==> config.mk <==
export PLATFORM = sky130hd
export DESIGN_NAME = btn_clk_conditioner
export DESIGN_NICKNAME = d
export VERILOG_FILES = /design/src/rtl/btn_clk_conditioner.sv
export SDC_FILE = /design/constraint.sdc
export NUM_CORES = 1
export LEC_CHECK = 0
export ABC_CLOCK_PERIOD_IN_PS = 3300
export BUFFER_PORTS_ARGS = -buffer_cell sky130_fd_sc_hd__buf_4
export CELL_PAD_IN_SITES_DETAIL_PLACEMENT = 1
export CELL_PAD_IN_SITES_GLOBAL_PLACEMENT = 1
export CORE_UTILIZATION = 50
export CTS_CLUSTER_SIZE = 12
export DETAILED_ROUTE_END_ITERATION = 8
export PLACE_DENSITY_LB_ADDON = 0.1
export SETUP_SLACK_MARGIN = 0.2
export SYNTH_ARGS = -nofsm -noshare
export SYNTH_HDL_FRONTEND = slang
export SYNTH_SLANG_ARGS = --single-unit
==> constraint.sdc <==
create_clock -name clk -period 3.3 [get_ports clk]
set_clock_uncertainty 0.15 [all_clocks]
set_input_delay 0.165 -clock clk [delete_from_list [all_inputs] [get_ports clk]]
set_output_delay 0.165 -clock clk [all_outputs]
set_load 0.1 [all_outputs]
==> src/rtl/btn_clk_conditioner.sv <==
// btn_clk_conditioner: slow sampling/scan clock dividers plus four-channel button debouncer
module btn_clk_conditioner #(
  parameter int CNT_W  = 31,
  parameter int SCAN_W = 32,
  parameter int DB_LEN = 3
) (
  input  logic             clk,
  input  logic             rst_n,
  input  logic [CNT_W-1:0] div_offset,
  input  logic [4:0]       scan_sel,
  input  logic [3:0]       btns,
  output logic             slow_clk,
  output logic             disp_clk,
  output logic [1:0]       btn_pulse,
  output logic [1:0]       btn_level
);
  logic [CNT_W-1:0]  div_cnt;
  logic [SCAN_W-1:0] scan_cnt;
  logic              slow_clk_q, slow_rise;
  logic [3:0]        s1, s2, db, set;
  logic [DB_LEN-1:0] sr [4];
  logic [DB_LEN-1:0] sr_next [4];
  always_ff @(posedge clk or negedge rst_n) begin
    if (!rst_n) begin
      div_cnt    <= '0;
      slow_clk   <= 1'b0;
      slow_clk_q <= 1'b0;
      scan_cnt   <= '0;
      s1         <= '0;
      s2         <= '0;
    end else begin
      div_cnt    <= (div_cnt >= div_offset) ? '0 : div_cnt + CNT_W'(1);
      slow_clk   <= (div_cnt >= div_offset) ? ~slow_clk : slow_clk;
      slow_clk_q <= slow_clk;
      scan_cnt   <= scan_cnt + SCAN_W'(1);
      s1         <= btns;
      s2         <= s1;
    end
  end
  assign slow_rise = slow_clk & ~slow_clk_q;
  assign disp_clk  = scan_cnt[scan_sel];
  assign btn_level = db[3:2];
  for (genvar i = 0; i < 4; i++) begin : g_ch
    assign sr_next[i] = {sr[i][DB_LEN-2:0], s2[i]};
    assign set[i]     = &sr_next[i];
    always_ff @(posedge clk or negedge rst_n) begin
      if (!rst_n) begin
        sr[i] <= '0;
        db[i] <= 1'b0;
      end else if (slow_rise) begin
        sr[i] <= sr_next[i];
        db[i] <= set[i] ? 1'b1 : (~|sr_next[i]) ? 1'b0 : db[i];
      end
    end
  end
  // Pulse is registered alongside db so it lands in the same clk db rises.
  always_ff @(posedge clk or negedge rst_n) begin
    if (!rst_n) btn_pulse <= '0;
    else        btn_pulse <= slow_rise ? (set[1:0] & ~db[1:0]) : 2'b00;
  end
endmodule

==> results by group, run 1 <==
Synth
  – Syn Inst Count: between 400 and 500
  – Synthesized cell area: roughly 4600 um^2
  – Post-synthesis sequential area ratio: 0.470
  – Post-synth EDFFs: 0
  – Synth Register Bits: 87
  – Synthesized net count: around 540
  – Synth cell types: 35
  – YS warnings: 0
  – Post-synth top flop: dfrtp_1
  – Asr flop ratio synth: 1.00
  – Syn_area_per_cell: roughly 10 um^2

Drt
  – Routed wire length: between 10000 and 15000 um
  – Metal-1 WL: 4500 um
  – DRC viols: 1
  – Vias per cell: 5.51
  – WL/cell: about 16 um
  – Antenna Violating Nets Remaining: 0
  – DR vias: 3481
  – Highest routed layer: met4
  – Iter 0 DRT Violations: 93
  – TritonRoute pass-1 iters: 8
  – DR WL met2: approximately 5200 um
  – WL met3: 315 um

Clock tree
  – Post-cts resize count: 0
  – Clk pin slew, worst setup/hold paths: 0.11 ns
  – CTS HTree Levels: 3
  – CTS buffer count: 9
  – CTS Hold Bufs: 5
  – # clock sinks: between 80 and 90
  – CTS root buf: clkbuf_8
  – # Post-CTS Setup Buffers: 0
  – CTS tree: yes
  – Clock Path Buffers: 2
  – Clk_lat worst skew: roughly 0.36 ns

Layout
  – Filler Cells Inserted: approximately 1000
  – Area Overhead vs Synth: 15.4%
  – Share of layout cells above drive strength 1: 0.153
  – Ant diodes: 0
  – Multi-input logic area: approximately 2300 um^2
  – Sequential cell area: approximately 2200 um^2
  – Final nets: approximately 590
  – Fin util: 0.604

STA
  – RSZ-0062 raised after global routing: false
  – Fin crit share: 0.792
  – TNS Setup: 0 ns
  – Tightest Pin Transition: 0.784 ns
  – # setup viols final: 0
  – F_max: between 300 and 400 MHz
  – Pins Over Slew Limit: 0
  – Minimum clock period: 2.62 ns
  – Final Hold Fails: 0
  – Max_slew headroom: 0.476

Power and ir drop
  – Psw: 0.556 mW
  – VDD IR-drop max: around 0.00027 V
  – Clk pwr share: 0.360
  – Sw Share: 0.274
  – Sequential share of power: 0.552
  – Pint: 1.47 mW
  – P_leak: around 2.7 nW
  – PD cells: 379 nW/um^2
  – Overall Power: roughly 2 mW
  – Combinational group share of total power: 0.088

Worst setup path
  – Max FO, Critical Path: 5
  – Top cell by count, worst path: mux4_2
  – Kind of critical path: reg2out
  – Crit-path leading delay family: multiplexers
  – Crit path from: scan_cnt[11]
  – Reg-to-reg critical path endpoint: div_cnt[18]
  – Crit path required time: slightly below 3 ns
  – Reg2reg start: div_cnt[29]
  – Buffers plus inverters on the worst setup path: 1
  – Worst setup SP type: flop
  – Slowest cell on crit path: mux4_2
  – Worst reg2reg path depth: 8
  – Crit end category: primary output
  – CP peak stage delay: roughly 0.49 ns
  – Crit path DAT: approximately 2.3 ns
  – Critical path, cell by cell: mux4_2 -> mux4_2 -> mux2_2 -> buf_4
  – Levels on crit path: 4
  – R2r setup slk: 0.81 ns

GRT
  – Global-route wire length before repair: 17900 um
  – Vias in the first global route: approximately 3800
  – Initial antenna violation count: 0
  – Grt total ovfl: 0
  – Pin count of the biggest net entering global routing: 39
  – GRT Total Usage: 0.235

Run status
  – Status: finished, violations left
  – Failing checks: design-rule violations

Floorplan
  – I/O pin count: 48
  – Die Y: slightly below 100 um
  – Die Width: just under 100 um
  – Initial Util: 0.523
  – Rows: 34
  – Area of the die: a little under 10000 um^2
  – Core outline area: about 8800 um^2

Place
  – Quantity of I/O buffers inserted on ports: 47
  – Dpl hpwl: 7790 um
  – RePlAce Congestion: about 0.83

Flow run
  – Max Cap Violations: 0

Worst hold path
  – Min-delay worst type: in2async
through the flow:
stage	std cells	hold slack (ns)	instance area [um^2]	setup WS [ns]
after global placement	611	0.00793	5100	0.829
after global routing	632	0.178	5350	0.562
after floorplan	462	-0.281	4630	1.16
after detailed placement	611	0.0197	5100	0.802
final	632	0.152	5350	0.685
after CTS	632	0.155	5350	0.662
cell usage in the layout, fill, tap and decap left out, types with 2 or more instances in the layout:
cell type	instances
a211oi_1	3
xor2_1	22
nor3b_1	2
dfrtp_1	87
nand4_1	17
and4_1	2
nor3_1	9
ha_1	33
a21o_1	5
buf_4	50
dlygate4sd3_1	5
xnor2_1	38
nand2_1	49
nand3_1	31
clkbuf_8	9
or3_1	5
inv_1	41
and3_1	11
o211ai_1	2
clkinv_4	3
nor2_1	54
mux4_2	10
a21oi_1	17
or2_2	2
inv_8	2
o21ai_0	2
a31oi_1	2
worst register-to-register path: stages, from the launching register on:
cell and delay (ns):
dfrtp_1 0.43, ha_1 0.30, nand3_1 0.10, nor3_1 0.25, nand2_1 0.14, o211ai_1 0.18
a21o_1 0.40, buf_4 0.33, nor2_1 0.08
sequential cells by signal, summed over array words and instances (netlist names):
name        cells
slow_clk        1
s1              4
btn_level       2
div_cnt        31
slow_clk_q      1
sr              8
s2              4
btn_pulse       2
db              2
scan_cnt       32
cells by family (layout without fill, tap and decap cells):
| group | count (synthesis) | after routing | synth area share |
|---|---|---|---|
| flip-flops | 87 | 87 | 0.470 |
| AND/OR/NAND/NOR | 188 | 188 | 0.191 |
| multiplexers | 11 | 11 | 0.0511 |
| XOR/XNOR | 60 | 60 | 0.113 |
| buffers and inverters | 50 | 112 | 0.0427 |
| adder cells (fa/ha/maj) | 33 | 33 | 0.0891 |
| AO/OA/AOI/OAI | 33 | 33 | 0.0427 |
cell usage after synthesis (3+ instances only):
| master | number | area (um^2) |
|---|---|---|
| nand4_1 | 17 | 106 |
| clkbuf_1 | 3 | 11.3 |
| nand3_1 | 31 | 155 |
| a21o_1 | 5 | 37.5 |
| nand2_1 | 49 | 184 |
| nor3_1 | 9 | 45.0 |
| xor2_1 | 22 | 193 |
| xnor2_1 | 38 | 333 |
| a21oi_1 | 17 | 85.1 |
| inv_1 | 41 | 154 |
| a211oi_1 | 3 | 22.5 |
| dfrtp_1 | 87 | 2180 |
| nor2_1 | 54 | 203 |
| mux4_2 | 10 | 225 |
| or3_1 | 5 | 31.3 |
| and3_1 | 11 | 68.8 |
| ha_1 | 33 | 413 |
area by class of cell:
type	instances	area share
Clock buffer	9	0.0232
Clock inverter	7	0.0138
Inverter	41	0.0288
Multi-Input combinational cell	325	0.422
Sequential cell	87	0.407
Tap cell	108	0.0253
Timing Repair Buffer	55	0.0796
metal layers:
layer	vias to the layer above	track usage
met2	52	0.412
met4	0	0.0597
li1	1675	-
met3	15	0.0408
met1	1739	0.303
met5	-	0
power by group through the flow:
stage	clock network, mW	registers, mW	logic [mW]
after floorplan	0	1.14	0.0841
after global placement	0	1.14	0.167
after detailed placement	0	1.14	0.177
after CTS	0.758	1.12	0.183
after global routing	0.796	1.12	0.202
final	0.729	1.12	0.178
worst max path at each step:
stage	endpoint
5_1_grt	div_cnt[18]
6_report	disp_clk
3_5_place_dp	div_cnt[13]
4_1_cts	disp_clk
2_1_floorplan	disp_clk
3_3_place_gp	div_cnt[11]
(Power assumes the default switching activity.)
==> run 2, diff against run 1 <==
--- a/config.mk
+++ b/config.mk
@@ -5,11 +5,11 @@
 export SDC_FILE = /design/constraint.sdc
 export NUM_CORES = 1
 export LEC_CHECK = 0
-export ABC_CLOCK_PERIOD_IN_PS = 3300
+export ABC_CLOCK_PERIOD_IN_PS = 2100
 export BUFFER_PORTS_ARGS = -buffer_cell sky130_fd_sc_hd__buf_4
 export CELL_PAD_IN_SITES_DETAIL_PLACEMENT = 1
 export CELL_PAD_IN_SITES_GLOBAL_PLACEMENT = 1
-export CORE_UTILIZATION = 50
+export CORE_UTILIZATION = 42
 export CTS_CLUSTER_SIZE = 12
 export DETAILED_ROUTE_END_ITERATION = 8
 export PLACE_DENSITY_LB_ADDON = 0.1
==> constraint.sdc (replaced) <==
create_clock -name clk -period 2.1 [get_ports clk]
set_clock_uncertainty 0.15 [all_clocks]
set_input_delay 0.105 -clock clk [delete_from_list [all_inputs] [get_ports clk]]
set_output_delay 0.105 -clock clk [all_outputs]
set_load 0.1 [all_outputs]
==> run 2 against run 1 <==
Effect of this change:
- the run ends with negative setup slack left
- final cell count up 20%
- flip-flop and latch count unchanged
- core utilization up 3.6 points
- clock power up 66%
- hold slack worse by 0.049 ns
- largest cell class unchanged
- highest routed layer unchanged
==> results by group, run 2 (synthesis gave the netlist of run 1 again) <==
Clock tree
  – Clk_lat worst skew: 0.37 ns (was 0.36 ns)
  – CTS root buf: clkbuf_8 (unchanged)
  – CTS buffer count: 9 (unchanged)
  – # clock sinks: 87 (unchanged)
  – Clock Path Buffers: 2 (unchanged)
  – Clk pin slew, worst setup/hold paths: 0.10 ns (was 0.11 ns)
  – CTS HTree Levels: 3 (unchanged)
  – CTS tree: yes (unchanged)

Layout
  – Final nets: 692 (was 594)
  – Share of layout cells above drive strength 1: 0.410 (was 0.153)
  – Commonest cells after routing, fill and taps aside: buf_4 (127), dfrtp_1 (86), nand2_1 (49), inv_1 (40), xnor2_1 (34) (was dfrtp_1 (87), nor2_1 (54), buf_4 (50), nand2_1 (49), inv_1 (41))
  – Biggest regs: scan_cnt x32, div_cnt x31, sr x8 (unchanged)
  – Max reg flops: 32 (unchanged)
  – Most common cell after layout, fill and taps aside: buf_4 (was dfrtp_1)
  – Ant diodes: 0 (unchanged)
  – Fin util: 0.640 (was 0.604)
  – Largest Register: scan_cnt (unchanged)
  – Filler Cells Inserted: 1132 (was 1002)
  – Area Overhead vs Synth: 45.3% (was 15.4%)

Worst setup path
  – Reg-to-reg critical path endpoint: div_cnt[4] (was div_cnt[18])
  – Crit-path leading delay family: compound AO/OA/AOI/OAI gates (was multiplexers)
  – Crit path DAT: 2.65 ns (was 2.30 ns)
  – Crit path required time: 2.21 ns (was 2.98 ns)
  – Worst setup SP type: flop (unchanged)
  – Slowest cell on crit path: dfrtp_1 (was mux4_2)
  – Levels on crit path: 9 (was 4)
  – R2r setup slk: -0.44 ns (was 0.81 ns)
  – Crit end category: flop (was primary output)
  – Max FO, Critical Path: 6 (was 5)
  – Worst reg2reg path depth: 9 (was 8)
  – Buffers plus inverters on the worst setup path: 2 (was 1)
  – Kind of critical path: reg2reg (was reg2out)
  – CP peak stage delay: 0.45 ns (was 0.49 ns)
  – Critical path, cell by cell: ha_4 -> nand4_1 -> nor3_2 -> a211oi_4 -> o211ai_1 -> a21o_2 -> buf_6 -> buf_8 -> nor2_2 (was mux4_2 -> mux4_2 -> mux2_2 -> buf_4)
  – Reg2reg start: div_cnt[18] (was div_cnt[29])

STA
  – # setup viols final: 33 (was 0)
  – Minimum clock period: 2.54 ns
  – Final Hold Fails: 0 (unchanged)
  – Max_slew headroom: 0.657 (was 0.476)
  – Worst setup margin: -0.437 ns (was 0.685 ns)
  – TNS Setup: -11.73 ns (was 0 ns)
  – Pins Over Slew Limit: 0 (unchanged)
  – F_max: ~390 MHz
  – RSZ-0062 raised after global routing: true (was false)
  – Fin crit share: 1.21
  – Tightest Pin Transition: 0.514 ns (was 0.784 ns)

GRT
  – Pin count of the biggest net entering global routing: 52 (was 39)
  – GRT Total Usage: 0.249 (was 0.235)
  – Vias in the first global route: 4498 (was 3828)
  – Grt total ovfl: 0 (unchanged)
  – Global-route wire length before repair: 21900 um (was 17900 um)
  – Initial antenna violation count: 0 (unchanged)

Floorplan
  – I/O pin count: 48 (unchanged)
  – Area of the die: 11500 um^2 (was 9650 um^2)
  – Core outline area: 10500 um^2 (was 8850 um^2)
  – Die Width: 107 um (was 98.3 um)
  – Rows: 37 (was 34)
  – Die Y: 107 um (was 98.3 um)
  – Initial Util: 0.441 (was 0.523)

Drt
  – Iter 0 DRT Violations: 128 (was 93)
  – DRC viols: 0 (was 1)
  – WL/cell: 19.9 um (was 16.1 um)
  – Routed wire length: 15100 um (was 10200 um)
  – DR WL met2: 7900 um (was 5240 um)
  – Metal-1 WL: 6100 um (was 4500 um)
  – WL met3: 611 um (was 315 um)
  – DR vias: 4046 (was 3481)
  – Highest routed layer: met4 (unchanged)
  – Antenna Violating Nets Remaining: 0 (unchanged)
  – Vias per cell: 5.34 (was 5.51)
  – TritonRoute pass-1 iters: 4 (was 8)

Power and ir drop
  – Sequential share of power: 0.535 (was 0.552)
  – Combinational group share of total power: 0.098 (was 0.088)
  – PD cells: 489 nW/um^2 (was 379 nW/um^2)
  – P_leak: 3.21 nW (was 2.69 nW)
  – Clk pwr share: 0.367 (was 0.360)
  – Pint: 2.34 mW (was 1.47 mW)
  – Sw Share: 0.290 (was 0.274)
  – Psw: 0.955 mW (was 0.556 mW)
  – VDD IR-drop max: 0.000299 V (was 0.000267 V)

Place
  – Dpl hpwl: 8830 um (was 7790 um)
  – Quantity of I/O buffers inserted on ports: 47 (unchanged)
  – RePlAce Congestion: 0.796 (was 0.832)

Run status
  – Failing checks: negative setup slack (was design-rule violations)
  – Status: finished, violations left (unchanged)

Worst hold path
  – Min-delay worst type: in2async (unchanged)

Flow run
  – Max Cap Violations: 0 (unchanged)
-- run 2: area by class of cell --
cell class	instances	area, um^2	share of cell area
multi-input combinational	325	2750	0.409
clock buffer	9	124	0.0184
tap	136	170	0.0253
clock inverter	7	70.1	0.0104
timing repair buffer	153	1280	0.190
sequential	87	2180	0.324
inverter	41	156	0.0232
-- run 2: worst min-delay path, cell delays in order --
cell and delay (ns):
dlygate4sd3_1 0.53, buf_4 0.12, buf_12 0.25
-- run 2: how the worst max path moves through the flow --
stage | start | to | slack [ns]
global route | div_cnt[18] | div_cnt[1] | -0.50
CTS | scan_cnt[3] | disp_clk | -0.36
global placement | div_cnt[17] | slow_clk | -0.11
detailed placement | div_cnt[17] | slow_clk | -0.20
floorplan | div_cnt[18] | div_cnt[10] | 0.09
finish | div_cnt[18] | div_cnt[4] | -0.44
-- run 2: routing by layer --
layer	up-vias	track usage
li1	1870	-
met3	47	0.0316
met5	-	0
met2	116	0.458
met1	2013	0.297
met4	0	0.0851
-- run 2: stage by stage --
stage	std cells	hold WS [ns]	total power, mW	worst slack [ns]	instance area, um^2
finish	758	0.103	3.29	-0.437	6730
global route	758	0.124	3.41	-0.505	6730
CTS	751	0.109	3.28	-0.363	6360
detailed placement	713	-0.0389	2.09	-0.199	5710
global placement	713	-0.0371	2.07	-0.114	5710
floorplan	462	-0.341	1.93	0.0860	4640
-- run 2: power groups by stage --
stage / combinational, mW / clock [mW] / sequential (mW)
global route: 0.357 / 1.29 / 1.77
finish: 0.322 / 1.21 / 1.76
floorplan: 0.133 / 0 / 1.80
global placement: 0.276 / 0 / 1.79
CTS: 0.314 / 1.20 / 1.76
detailed placement: 0.292 / 0 / 1.79
-- run 2: repair_timing --
action / CTS / global route
pin swaps: 42 / 26
cloned: 2 / 0
hold endpoints to repair: 91 / 0
endpoints found under the setup margin: 45 / 52
gates resized for setup: 64 / 69
setup buffers: 15 / 7
hold buffers: 5 / 0
==> run 3, diff against run 2 <==
--- a/config.mk
+++ b/config.mk
@@ -13,6 +13,7 @@
 export CTS_CLUSTER_SIZE = 12
 export DETAILED_ROUTE_END_ITERATION = 8
 export PLACE_DENSITY_LB_ADDON = 0.1
+export REMOVE_ABC_BUFFERS = 1
 export SETUP_SLACK_MARGIN = 0.2
 export SYNTH_ARGS = -nofsm -noshare
 export SYNTH_HDL_FRONTEND = slang
==> run 3 against run 2 <==
Effect of this change:
- the flow still finishes with violations (negative setup slack)
- via count is 3.4% higher
- combinational power hardly changed
- highest routed layer unchanged
- count of clock-buffer cells in the layout stayed put
==> results by group, run 3 (synthesis gave the netlist of run 1 again) <==
Run status
  – Failing checks: negative setup slack (unchanged)
  – Status: finished, violations left (unchanged)

GRT
  – Vias in the first global route: 4332 (was 4498)
  – Grt total ovfl: 0 (unchanged)
  – Global-route wire length before repair: 22000 um (was 21900 um)
  – Initial antenna violation count: 0 (unchanged)
  – Pin count of the biggest net entering global routing: 41 (was 52)
  – GRT Total Usage: 0.252 (was 0.249)

Layout
  – Biggest regs: scan_cnt x32, div_cnt x31, sr x8 (unchanged)
  – Ant diodes: 0 (unchanged)
  – Largest Register: scan_cnt (unchanged)
  – Area Overhead vs Synth: 45.8% (was 45.3%)
  – Max reg flops: 32 (unchanged)
  – Filler Cells Inserted: 1118 (was 1132)
  – Sequential cell area: 2180 um^2 (unchanged)
  – Commonest cells after routing, fill and taps aside: buf_4 (132), dfrtp_1 (86), nand2_1 (49), inv_1 (40), xnor2_1 (33) (was buf_4 (127), dfrtp_1 (86), nand2_1 (49), inv_1 (40), xnor2_1 (34))
  – Share of layout cells above drive strength 1: 0.406 (was 0.410)
  – Final nets: 695 (was 692)
  – Finished Cell Area: 6750 um^2 (was 6730 um^2)
  – Non-filler cells, final: 761 (was 758)
  – Multi-input logic area: 2730 um^2 (was 2750 um^2)
  – Most common cell after layout, fill and taps aside: buf_4 (unchanged)

Clock tree
  – CTS tree: yes (unchanged)
  – Clk_lat worst skew: 0.38 ns (was 0.37 ns)
  – Clock Path Buffers: 2 (unchanged)
  – # clock sinks: 87 (unchanged)
  – CTS HTree Levels: 3 (unchanged)
  – CTS buffer count: 9 (unchanged)
  – CTS root buf: clkbuf_8 (unchanged)
  – Clk pin slew, worst setup/hold paths: 0.12 ns (was 0.10 ns)

Place
  – Cells after DPL: 715 (was 713)
  – RePlAce Congestion: 0.795 (was 0.796)
  – Placed inst area: 5730 um^2 (was 5710 um^2)
  – Dpl ws: -0.110 ns (was -0.199 ns)
  – Dpl hpwl: 8830 um (about the same)
  – Quantity of I/O buffers inserted on ports: 47 (unchanged)

Worst setup path
  – Kind of critical path: reg2out (was reg2reg)
  – Crit path required time: 1.85 ns (was 2.21 ns)
  – Critical path, cell by cell: mux4_2 -> mux4_2 -> mux2_4 -> buf_12 (was ha_4 -> nand4_1 -> nor3_2 -> a211oi_4 -> o211ai_1 -> a21o_2 -> buf_6 -> buf_8 -> nor2_2)
  – Top cell by count, worst path: mux4_2
  – Crit end category: primary output (was flop)
  – R2r setup slk: -0.36 ns (was -0.44 ns)
  – Crit-path leading delay family: multiplexers (was compound AO/OA/AOI/OAI gates)
  – Slowest cell on crit path: mux4_2 (was dfrtp_1)
  – Reg-to-reg critical path endpoint: div_cnt[27] (was div_cnt[4])
  – Worst setup SP type: flop (unchanged)
  – Worst reg2reg path depth: 9 (unchanged)
  – Buffers plus inverters on the worst setup path: 1 (was 2)
  – Levels on crit path: 4 (was 9)
  – Reg2reg start: div_cnt[9] (was div_cnt[18])
  – CP peak stage delay: 0.52 ns (was 0.45 ns)
  – Crit path from: scan_cnt[3] (was div_cnt[18])
  – Capture point of the critical path: disp_clk (was div_cnt[4])
  – Max FO, Critical Path: 2 (was 6)
  – Crit path DAT: 2.29 ns (was 2.65 ns)

Floorplan
  – Core outline area: 10500 um^2 (unchanged)
  – I/O pin count: 48 (unchanged)
  – Rows: 37 (unchanged)
  – Die Width: 107 um (unchanged)
  – Area of the die: 11500 um^2 (unchanged)
  – Die Y: 107 um (unchanged)
  – Initial Util: 0.441 (unchanged)

Worst hold path
  – Min-delay worst type: in2async (unchanged)

STA
  – F_max: 393 MHz (was 394 MHz)
  – Max_slew headroom: 0.665 (was 0.657)
  – Fin Hold WS: 0.0877 ns (was 0.103 ns)
  – Pins Over Slew Limit: 0 (unchanged)
  – Final Hold Fails: 0 (unchanged)
  – Tightest Pin Transition: 0.503 ns (was 0.514 ns)
  – Worst setup margin: -0.446 ns (was -0.437 ns)
  – Fin crit share: 1.21 (about the same)
  – RSZ-0062 raised after global routing: true (unchanged)
  – # setup viols final: 33 (unchanged)
  – Minimum clock period: 2.55 ns (was 2.54 ns)

Drt
  – WL/cell: 21.5 um (was 19.9 um)
  – DRC viols: 0 (unchanged)
  – DR vias: 4185 (was 4046)
  – Antenna Violating Nets Remaining: 0 (unchanged)
  – TritonRoute pass-1 iters: 4 (unchanged)
  – Iter 0 DRT Violations: 189 (was 128)
  – Vias per cell: 5.50 (was 5.34)
  – Routed wire length: 16300 um (was 15100 um)

Flow run
  – Max Cap Violations: 0 (unchanged)

Power and ir drop
  – VDD IR-drop max: 0.000393 V (was 0.000299 V)
  – Overall Power: 3.33 mW (was 3.29 mW)
  – PD cells: 493 nW/um^2 (was 489 nW/um^2)
  – P_leak: 3.26 nW (was 3.21 nW)
==> run 3: changes by cell type in the layout (fill, tap and decap cells not counted), moves of 3 or more <==
cell / change
nor2_1: -4
nor2_2: -4
ha_4: -3
buf_6: -4
nand3_1: +3
nor2_4: +8
buf_4: +5
ha_1: +3
==> run 3: repair_timing <==
action                     CTS  global route
pin swaps                   35            28
hold endpoints to repair    91             0
buffers inserted            12            11
hold buffers                 5             0
cloned                       2             0
setup endpoints to repair   48            50
resized for setup           61            69
==> run 3: per-stage QoR <==
stage / TNS (ns) / util
after floorplan: -2.45 / -
after global placement: -3.62 / 0.545
after detailed placement: -2.18 / 0.545
after CTS: -3.18 / 0.604
after global routing: -11.90 / 0.643
final: -9.78 / 0.643
==> run 3: cell type report <==
| type | instances | share of cell area |
|---|---|---|
| clock inverters | 7 | 0.0111 |
| multi-input cells | 325 | 0.404 |
| inverters | 41 | 0.0228 |
| well taps | 136 | 0.0252 |
| flip-flops and latches | 87 | 0.323 |
| repair buffers | 156 | 0.196 |
| clock buffers | 9 | 0.0183 |
==> run 3: worst min-delay path by stage <==
stage	start	endpoint	slack [ns]
6_report	rst_n	slow_clk	0.09
5_1_grt	rst_n	sr[3]	0.11
4_1_cts	rst_n	btn_pulse[0]	0.1
3_5_place_dp	rst_n	div_cnt[29]	-0.05
3_3_place_gp	rst_n	div_cnt[29]	-0.05
2_1_floorplan	rst_n	btn_level[0]	-0.34
==> run 3: power by group <==
| part | internal [mW] | switching (mW) |
|---|---|---|
| Clock | 0.473 | 0.775 |
| Combinational | 0.140 | 0.183 |
| Sequential | 1.72 | 0.0400 |
==> run 3: metal layers <==
metal	track usage	routed length, um	vias up
met5	0	0	-
met4	0.0881	350	0
met3	0.0462	481	27
met2	0.435	8680	95
met1	0.316	6840	2185
li1	-	-	1878
